## src/rtl/adder_seq_ctrl.sv

```systemverilog
// adder_seq_ctrl: round-robin sequencer for the shared WIDTH-bit ripple adder.
// Accepts multi-word add requests from two requesters and feeds the adder
// one word per cycle, least-significant word first, chaining the carry.
// The full-width sum is returned on a held response channel.
//
// Handshake semantics (all channels): a transfer happens on the rising edge
// where valid && ready are both high. A producer holds its payload stable
// while valid is high and unaccepted; reqN_ready is combinational and only
// high in IDLE for the requester granted that cycle; rsp_valid is held with
// stable rsp_data/rsp_cout/rsp_id until rsp_ready is seen.
module adder_seq_ctrl #(
  parameter int WIDTH = 16,
  parameter int WORDS = 4
) (
  input  logic                   clk,
  input  logic                   rst_n,
  input  logic                   req0_valid,
  output logic                   req0_ready,
  input  logic [WIDTH*WORDS-1:0] req0_a,
  input  logic [WIDTH*WORDS-1:0] req0_b,
  input  logic                   req0_cin,
  input  logic                   req1_valid,
  output logic                   req1_ready,
  input  logic [WIDTH*WORDS-1:0] req1_a,
  input  logic [WIDTH*WORDS-1:0] req1_b,
  input  logic                   req1_cin,
  output logic [WIDTH-1:0]       add_in0,
  output logic [WIDTH-1:0]       add_in1,
  output logic                   add_cin,
  input  logic [WIDTH-1:0]       add_out,
  input  logic                   add_cout,
  output logic                   rsp_valid,
  input  logic                   rsp_ready,
  output logic [WIDTH*WORDS-1:0] rsp_data,
  output logic                   rsp_cout,
  output logic                   rsp_id,
  output logic                   busy
);

  localparam int OPW  = WIDTH * WORDS;
  localparam int IDXW = (WORDS > 1) ? $clog2(WORDS) : 1;
  localparam logic [IDXW-1:0] LAST_IDX = IDXW'(WORDS - 1);

  typedef enum logic [1:0] {
    IDLE = 2'd0,
    RUN  = 2'd1,
    DONE = 2'd2
  } state_t;

  state_t          state_q, state_d;
  logic [OPW-1:0]  a_q, b_q;
  logic            carry_q;
  logic [IDXW-1:0] idx_q;
  logic            last_q;      // requester granted most recently
  logic            grant_valid;
  logic            grant_id;
  logic            accept;

  // Round-robin choice: a lone requester wins; on a tie the one not granted last wins.
  always_comb begin
    grant_valid = 1'b0;
    grant_id    = 1'b0;
    if (req0_valid && req1_valid) begin
      grant_valid = 1'b1;
      grant_id    = ~last_q;
    end else if (req0_valid) begin
      grant_valid = 1'b1;
      grant_id    = 1'b0;
    end else if (req1_valid) begin
      grant_valid = 1'b1;
      grant_id    = 1'b1;
    end
  end

  // Next-state and output decode; adder inputs are zero outside RUN.
  always_comb begin
    state_d    = state_q;
    req0_ready = 1'b0;
    req1_ready = 1'b0;
    accept     = 1'b0;
    add_in0    = '0;
    add_in1    = '0;
    add_cin    = 1'b0;
    rsp_valid  = 1'b0;
    busy       = 1'b0;
    case (state_q)
      IDLE: begin
        if (grant_valid) begin
          req0_ready = ~grant_id;
          req1_ready = grant_id;
          accept     = 1'b1;
          state_d    = RUN;
        end
      end
      RUN: begin
        busy    = 1'b1;
        add_in0 = a_q[int'(idx_q)*WIDTH +: WIDTH];
        add_in1 = b_q[int'(idx_q)*WIDTH +: WIDTH];
        add_cin = carry_q;
        if (idx_q == LAST_IDX) state_d = DONE;
      end
      DONE: begin
        busy      = 1'b1;
        rsp_valid = 1'b1;
        if (rsp_ready) state_d = IDLE;
      end
      default: state_d = IDLE;
    endcase
  end

  // State, operand capture on accept, and per-word result/carry accumulation.
  always_ff @(posedge clk) begin
    if (!rst_n) begin
      state_q  <= IDLE;
      a_q      <= '0;
      b_q      <= '0;
      carry_q  <= 1'b0;
      idx_q    <= '0;
      last_q   <= 1'b1;   // makes req0 win the first tie
      rsp_data <= '0;
      rsp_cout <= 1'b0;
      rsp_id   <= 1'b0;
    end else begin
      state_q <= state_d;
      if (accept) begin
        a_q     <= grant_id ? req1_a : req0_a;
        b_q     <= grant_id ? req1_b : req0_b;
        carry_q <= grant_id ? req1_cin : req0_cin;
        idx_q   <= '0;
        last_q  <= grant_id;
        rsp_id  <= grant_id;
      end
      if (state_q == RUN) begin
        rsp_data[int'(idx_q)*WIDTH +: WIDTH] <= add_out;
        carry_q <= add_cout;
        idx_q   <= idx_q + IDXW'(1);
        if (idx_q == LAST_IDX) rsp_cout <= add_cout;
      end
    end
  end

endmodule

```

## config.mk

```make
export PLATFORM = sky130hd
export DESIGN_NAME = adder_seq_ctrl
export DESIGN_NICKNAME = d
export VERILOG_FILES = /design/src/rtl/adder_seq_ctrl.sv
export SDC_FILE = /design/constraint.sdc
export NUM_CORES = 1
export LEC_CHECK = 0
export ABC_AREA = 1
export BUFFER_PORTS_ARGS = -buffer_cell sky130_fd_sc_hd__buf_2
export CAP_MARGIN = 0
export CORE_AREA = 4 4 147 149
export DETAILED_ROUTE_END_ITERATION = 16
export DIE_AREA = 0 0 151 153
export PLACE_DENSITY = 0.88
export SYNTH_ARGS = -nofsm -noshare
export SYNTH_HDL_FRONTEND = slang
export SYNTH_SLANG_ARGS = --single-unit
```

## constraint.sdc

```tcl
create_clock -name clk -period 4.9 [get_ports clk]
set_input_delay 0.49 -clock clk [delete_from_list [all_inputs] [get_ports clk]]
set_output_delay 0.49 -clock clk [all_outputs]
set_load 0.01 [all_outputs]
```

* Word level (Yosys, flattened, before mapping)
Index checks and enable logic that the tools add are counted.
** Cells by class
- Add/subtract/negate cells :: 2
- Shifts and indexed selects :: 4
- Reduce and logical (&&, ||, !) cells :: 6
- Eq/ne operators :: 6
- Bitwise operators :: 2
- Multiplexer cells :: 28
** Operators by type and width (count)
- $mux 64 :: 2
- $shiftx 64x7->16 :: 2
- $bwmux 64 :: 1
- $shift 16x33->64 const A :: 1
- $shiftx 16x33->64 :: 1
- $neg 6->33 :: 1
- $mux 16 :: 2
- $mux 1 :: 17
- $mux 2 :: 5
- $ne 2x2->1 const B :: 3
- $pmux 2 s3 :: 1
- $eq 2x2->1 const B :: 2
- $reduce_and 3->1 :: 1
- $add 2x1->2 const B :: 1
- $eq 2x1->1 const B :: 1
- $logic_not 2->1 :: 1
- $not 1->1 :: 2
- $reduce_and 2->1 :: 1
- $reduce_bool 2->1 :: 1
- $reduce_or 2->1 :: 1
- $logic_and 1x1->1 :: 1
** Word-level totals
- Register bits :: 200
- Input port bits :: 280
- Output and inout port bits :: 103

* Logic depth before layout (Yosys ltp)
Gate-level depths: netlist of the first run.
- Depth in word-level cells :: 7
- Gate-level depth with buffers :: 10
- Mapped depth without buffers :: 8

* Least setup slack after synthesis of the first run
OpenSTA, ideal clock, no wires.
- Path kind :: reg-to-reg
- Start point :: register idx_q[1]
- End point :: register rsp_data[53]
- Setup time :: 70 ps
- Slack :: 2875 ps
- Arrival :: 1954 ps
- Required time :: 4830 ps
- Stages on the path, launching flop included :: 9
- Path through :: dfxtp_1 -> buf_2 -> inv_1 -> buf_1 -> ha_1 -> nor3_2 -> buf_4 -> nand2_1 -> a21oi_1
** Between the ends
- Longest elaborated chain between the ends :: 3
** Ends and longest elaborated chain
- start, declared :: RTL line 53 : logic [IDXW-1:0] idx_q;
- start signal, assigned :: RTL line 136 : idx_q <= idx_q + IDXW'(1);
- $neg 6->33 (*) :: RTL line 134 : rsp_data[int'(idx_q)*WIDTH +: WIDTH] <= add_out;
- $shiftx 16x33->64 or $shift 16x33->64 (tied branches) :: RTL line 134
- $bwmux 64 (*) :: RTL line 134
- end signal, assigned by index :: RTL line 134
- end, declared :: RTL line 34 : output logic [WIDTH*WORDS-1:0] rsp_data,
Every way passes the cells marked *; elsewhere a longest branch is shown, timed or not.
A chain may end at the register's enable or synchronous reset.

* Worst setup path in the final report of the first run
- Start point :: register state_q[1]
- End point :: output port add_in1[6]
** Between the ends
- Longest elaborated chain between the ends :: 2
** Ends and longest elaborated chain
- start, declared :: RTL line 50 : state_t state_q, state_d;
- start signal, assigned :: RTL line 124 : state_q <= state_d;
- $eq 2x1->1 :: RTL line 86 : case (state_q)
- $mux 16 :: RTL line 86
- end, declared :: RTL line 28 : output logic [WIDTH-1:0] add_in1,
Every way passes these cells.

==> results of run 1 <==
synth_stat cells (4+ instances only):
cell	instances	area (um2)
buf_2	38	190
o21ai_0	160	801
nor2_1	158	593
buf_4	11	82.6
dfxtp_1	200	4000
nand3_1	36	180
clkbuf_1	58	218
nand2_2	4	25.0
ha_1	9	113
o21ai_1	50	250
nand2_1	501	1880
a21oi_1	227	1140
buf_1	9	33.8
inv_2	4	15.0
inv_1	143	537
sequential cells by signal, indices dropped and copies added (netlist names):
name,flops
rsp_id,1
rsp_cout,1
rsp_data,64
b_q,64
idx_q,2
last_q,1
a_q,64
state_q,2
carry_q,1
kinds of logic (layout without fill, tap and decap cells):
| logic type | after synthesis | in the layout | synth area share [%] |
|---|---|---|---|
| AND/OR/NAND/NOR | 705 | 705 | 27.1 |
| AO/OA/AOI/OAI | 437 | 437 | 21.6 |
| flip-flops | 200 | 200 | 39.5 |
| adder cells (fa/ha/maj) | 9 | 9 | 1.11 |
| other | 0 | 2 | 0 |
| buffers and inverters | 265 | 573 | 10.8 |
area by class of cell:
type                    count  area share [%]
repair buffers            393            16.0
clock inverters            14            1.31
inverters                 148            4.44
flip-flops and latches    200            31.8
diodes                      2          0.0398
well taps                 270            2.69
multi-input cells        1151            40.3
clock buffers              18            3.41
worst paths after layout:
check | startpoint | endpoint | slack, ps | depth (start not counted)
worst max-delay path | state_q[1]$_SDFFE_PN0P_ | add_in1[6] | 1870 | 6
worst min-delay path | add_out[10] | rsp_data[10]$_SDFFE_PN0P_ | 350 | 3
worst max register to register | idx_q[0]$_SDFFE_PN0P_ | rsp_data[48]$_SDFFE_PN0P_ | 2210 | 6
worst min register to register | b_q[42]$_SDFFE_PN0P_ | b_q[42]$_SDFFE_PN0P_ | 470 | 2
power breakdown:
group | total [W] | switching (W) | internal [W]
Sequential | 0.00212 | 0.000174 | 0.00195
Clock | 0.00142 | 0.000687 | 0.000728
Combinational | 0.00236 | 0.00164 | 0.000726
Total | 0.00590 | 0.00250 | 0.00340
worst register-to-register path, delay by kind of cell, from the launching register on:
family	cells	cell delay, ps
fa+ha+maj	1	330
simple gates	3	1160
compound gates	1	190
flops	1	330
buf+inv	1	620
routing by layer:
layer  part of all wire, %  wire length [um]  global-route usage, %
met5                     0                 0                      0
met4                   2.5               820                   8.38
met3                   7.9              2570                   4.44
met2                    48             15600                   45.0
met1                    41             13400                   34.2
per-stage QoR:
stage	instances	setup WS (ps)	util [%]
5_1_grt	2196	1650	62.4
6_report	2196	1870	62.4
4_1_cts	2194	1840	62.3
3_3_place_gp	2162	2360	59.4
2_1_floorplan	1616	2880	-
3_5_place_dp	2162	2260	59.4
==> results.yml, run 1 <==
setup_path:
  cp_cell_sequence: "inv_1, ha_1, clkinv_1, buf_4, a21oi_1, buf_2"
  cp-start-kind: "flop"
  timing.critical_path.fanout_max: 26
  worst_endpoint_data_arrival_time_ps: 2540
  worstSetupPathType: "reg -> out"
  path_buf_inv: 4
  crit_slowest_cell: "ha_1"
  critical_path.max_stage_delay_ps: 470
  end_kind: "output port"
  crit_required_ps: 4410
  worst_path_dominant_cell_family: "buffers and inverters"
floorplan:
  y_dimension_of_the_die_um: 153
  die_width_um: 151
  core-area_um2: 20200
  dieArea_um2: 23100
  number_of_rows_created_at_floorplan: 52
  floorplan.initialDensity_pct: 50.3
  floorplan.io_pins: 383
final_layout:
  final_cell_mix: "nand2_1 (500), buf_2 (382), a21oi_1 (227)"
  multi_input_area_um2: 5070
  final_net_count: 2200
  final_layout_size_suffix_gt1_share_pct: 22.9
  final_area_um2: 12600
  final_common_cell: "nand2_1"
  fill_cells: 1850
  area_delta_synth_final_pct: 24.0
  sequential_cell_area_um2: 4010
timing:
  report.final.slew_viol_count: 0
  finalHoldWorstSlack_ps: 347
  clock-skew-final_ps: 16.3
  worst_slew_pin_slew_ps: 921
  worst_slew_margin_pct: 38.2
  hold_viol: 0
  finalSetupViolations: 0
  period_minus_slack_ps: 3030
  final.setup.tns_ps: 0
  rsz0062_at_grt: "no"
  min_period_over_period_pct: 61.8
  max_freq_ghz: 0.330
placed_design:
  post_detailed_placement_cell_area_um2: 12000
  place_congestion: 0.941
  count_of_input_and_output_buffers: 382
  hpwlAfterDp_um: 23600
yosys:
  post_synth_instance_area_um2: 10100
  ys_warn_count: 0
  synth.ff_latch_count: 200
  synth_fp_nets: 1905
  number_of_distinct_standard_cells_referenced_by_the_synthesized_netlist: 21
  synth-seq-area-share_pct: 39.5
  post_synth_inst_count: 1616
  synth_area_per_cell_um2: 6.27
  synth_async_sr_flop_share_pct: 0
  ys.flop_type: "dfxtp_1"
  count_of_flip_flops_with_a_built_in_enable_after_synthesis: 0
power_and_ir_drop:
  p_leak_nw: 6.12
  power-per-cell-area_nw_per_um2: 469
  power.total_w: 0.00590
  ir_worst_vdd_v: 0.000366
global_route:
  grt_use_total_pct: 26.5
  first_global_vias: 9912
  grt_start_max_net_pins: 146
  grt_overflow: 0
  initial_antenna_violation_count: 2
  wire_length_of_the_first_global_routing_pass_um: 49300
routing:
  route.final.wire_length_um: 32400
  final_antenna_net_count: 0
  first_pass_iters: 5
  detailroute.via_count: 11200
  route.detailed.wl_per_inst_um: 14.7
  remaining_drc_errors: 0
  drtIter0Drc: 801
  vias_per_cell: 5.10
clock_network:
  htreeDepth: 4
  tritoncts.num_buffers: 17
  post-cts-setup-buffer-count: 0
  clock_sink_count: 200
  cts.hold.buffers_added: 0
  clock_insertion_delay_worst_skew_ps: 440
  cts_root_buffer: "clkbuf_16"
  cts_tree: "yes"
  post_cts_resized: 0
  clockBufferDepth: 2
  cts.clk_slew.worst_paths_ps: 80
min_path:
  worst_hold_path_type: "in -> reg"
flow_run:
  drv_cap: 0
status:
  result_of_the_run: "complete, no violations"
(Power assumes the default switching activity.)
==> inputs of run 2 (changes only) <==
==> config.mk (replaced) <==
export PLATFORM = sky130hd
export DESIGN_NAME = adder_seq_ctrl
export DESIGN_NICKNAME = d
export VERILOG_FILES = /design/src/rtl/adder_seq_ctrl.sv
export SDC_FILE = /design/constraint.sdc
export NUM_CORES = 1
export LEC_CHECK = 0
export ABC_AREA = 0
export BUFFER_PORTS_ARGS = -buffer_cell sky130_fd_sc_hd__buf_2
export CAP_MARGIN = 0
export CORE_AREA = 4 4 148 150
export DETAILED_ROUTE_END_ITERATION = 16
export DIE_AREA = 0 0 152 154
export PLACE_DENSITY = 0.8
export SYNTH_ARGS = -nofsm -noshare
export SYNTH_HDL_FRONTEND = slang
export SYNTH_SLANG_ARGS = --single-unit
==> constraint.sdc (replaced) <==
create_clock -name clk -period 3 [get_ports clk]
set_input_delay 0.3 -clock clk [delete_from_list [all_inputs] [get_ports clk]]
set_output_delay 0.3 -clock clk [all_outputs]
set_load 0.01 [all_outputs]
==> results.yml, run 2 <==
global_route:
  initial_antenna_violation_count: 6
  globalRouteMet1Util_pct: 28.3
  grt_start_max_net_pins: 127
  grt_overflow: 0
  grt_use_met2_pct: 38.8
  first_global_vias: 7697
  wire_length_of_the_first_global_routing_pass_um: 42900
  met3_track_usage_gr_pct: 6.53
  grt-busiest-layer: "met2"
  grt_use_total_pct: 22.9
clock_network:
  clockBufferDepth: 2
  cts_tree: "yes"
  clock_sink_count: 200
  cts_root_buffer: "clkbuf_16"
  post_cts_resized: 0
  clock_insertion_delay_worst_skew_ps: 430
  cts.hold.buffers_added: 0
  htreeDepth: 4
  cts.clk_slew.worst_paths_ps: 80
  post-cts-setup-buffer-count: 0
  tritoncts.num_buffers: 17
timing:
  report.final.slew_viol_count: 0
  max_freq_ghz: 0.406
  period_minus_slack_ps: 2460
  worst_slew_margin_pct: 32.4
  hold_viol: 0
  min_period_over_period_pct: 82.1
  final.setup.tns_ps: 0
  worst_slew_pin_slew_ps: 1010
  rsz0062_at_grt: "no"
  finalSetupViolations: 0
  clock-skew-final_ps: 11.7
floorplan:
  core-area_um2: 20700
  die_width_um: 152
  dieArea_um2: 23400
  number_of_rows_created_at_floorplan: 53
  floorplan.io_pins: 383
  floorplan.initialDensity_pct: 42.1
  y_dimension_of_the_die_um: 154
power_and_ir_drop:
  p_leak_nw: 5.10
  power-per-cell-area_nw_per_um2: 725
  ir_worst_vdd_v: 0.000458
routing:
  detailroute.via_count: 7839
  final_antenna_net_count: 0
  remaining_drc_errors: 0
  route.final.wire_length_um: 28400
  first_pass_iters: 5
  route.detailed.wl_per_inst_um: 20.0
  drtIter0Drc: 566
  vias_per_cell: 5.52
final_layout:
  final_layout_size_suffix_gt1_share_pct: 40.9
  sequential_cell_area_um2: 4010
  area_delta_synth_final_pct: 30.5
  post-route-util_pct: 54.9
  final_net_count: 1419
  multi_input_area_um2: 4340
  final_cell_mix: "buf_2 (382), dfxtp_1 (198), and2_1 (162)"
  fill_cells: 1829
  reg_top3: "a_q: 64 flops, b_q: 64 flops, rsp_data: 64 flops"
  final_common_cell: "buf_2"
  instances_no_fill: 1421
min_path:
  worst_hold_path_type: "in -> reg"
yosys:
  netlist.area_leader.share_pct: 46.0
  count_of_flip_flops_with_a_built_in_enable_after_synthesis: 0
  synth_area_per_cell_um2: 11.0
  ys.flop_type: "dfxtp_1"
  post_synth_instance_area_um2: 8710
  post_synth_inst_count: 791
  synth.most_common_cell: "dfxtp_1"
  synth_area_leader_cell: "dfxtp_1"
  most_frequent_cells_after_synthesis: "dfxtp_1 (200), and2_1 (163), a221o_1 (126), nor2b_1 (66), a22oi_1 (64)"
  ys_warn_count: 0
  number_of_distinct_standard_cells_referenced_by_the_synthesized_netlist: 33
  synth.ff_latch_count: 200
  ys_top_cells_by_area: "dfxtp_1 (46%), a221o_1 (14%), and2_1 (12%)"
  synth_async_sr_flop_share_pct: 0
  synth_fp_nets: 1080
  synth-seq-area-share_pct: 46.0
placed_design:
  hpwlAfterDp_um: 20900
  place_congestion: 0.859
  numPlacedInstances: 1386
  count_of_input_and_output_buffers: 382
setup_path:
  worst_endpoint_data_arrival_time_ps: 2830
  crit_required_ps: 3370
  critical_path.max_stage_delay_ps: 800
  timing.critical_path.fanout_max: 90
  cp-start-kind: "flop"
  worstSetupPathType: "reg -> reg"
  cp_cell_sequence: "inv_1, ha_1, o21ai_2, and2_4, buf_4, a221o_1"
  crit_slowest_cell: "and2_4"
  end_kind: "flop"
status:
  result_of_the_run: "complete, no violations"
flow_run:
  drv_cap: 0
## run 2: cell types whose count changed after synthesis, moves of 11 or more
cell,delta
a21oi_1,-222
nor2b_1,+66
nor2_1,-154
nand2_1,-490
o21ai_1,-49
nand3_1,-34
and2_1,+163
clkbuf_1,-19
buf_4,-11
inv_1,-136
a22oi_1,+64
a221o_1,+126
mux4_2,+32
o21ai_0,-155
## run 2: per-layer routing
layer,share of wire (%),vias up,wire length (um)
met5,0.14,-,41
met4,2.2,6,622
met3,7.4,46,2110
met2,49,332,14000
met1,41,3797,11600
li1,-,3658,-
## run 2: metrics by stage
step                      cell area, um2  hold WS, ps  setup slack, ps  total power (W)
final                              11400         85.0              537          0.00823
after detailed placement           10700          464              568          0.00584
after global placement             10700          452              672          0.00577
after global routing               11400         64.2              342          0.00865
after CTS                          11400         59.7              480          0.00829
after floorplan                     8710          438              753          0.00502
## run 2: cell type report
cell class              count  share of cell area [%]
diodes                      3                  0.0661
clock buffers              19                    3.90
inverters                   7                   0.231
well taps                 275                    3.03
flip-flops and latches    200                    35.3
clock inverters            13                    1.57
multi-input cells         511                    38.2
repair buffers            393                    17.8
## run 2: path summary, 6_finish.rpt
path / slack, ps / end / start / cells after the start
min: 80 / a_q[36]$_SDFFE_PN0P_ / req0_a[36] / 2
max: 540 / b_q[2]$_SDFFE_PN0P_ / state_q[0]$_SDFFE_PN0P_ / 6
max reg2reg: 540 / b_q[2]$_SDFFE_PN0P_ / state_q[0]$_SDFFE_PN0P_ / 6
min reg2reg: 460 / rsp_cout$_SDFFE_PN0P_ / rsp_cout$_SDFFE_PN0P_ / 2
## run 2: cell families after synthesis
| group | Yosys count | share of synthesized area (%) |
|---|---|---|
| AO/OA/AOI/OAI | 211 | 21.6 |
| adder cells (fa/ha/maj) | 9 | 1.29 |
| buffers and inverters | 80 | 4.37 |
| flip-flops | 200 | 46.0 |
| multiplexers | 34 | 8.50 |
| AND/OR/NAND/NOR | 257 | 18.3 |
## run 2: power breakdown
part / switching [W] / total [W] / internal, W / leakage [nW]
Clock: 0.00109 / 0.00245 / 0.00136 / 0.307
Sequential: 0.000343 / 0.00351 / 0.00317 / 1.64
Combinational: 0.00116 / 0.00227 / 0.00112 / 3.15
## run 2: critical path: cells and delay by family (launching register included)
| kind | cells | cell delay (ps) |
|---|---|---|
| buf+inv | 2 | 490 |
| flops | 1 | 390 |
| compound gates | 2 | 380 |
| simple gates | 1 | 800 |
| fa+ha+maj | 1 | 320 |
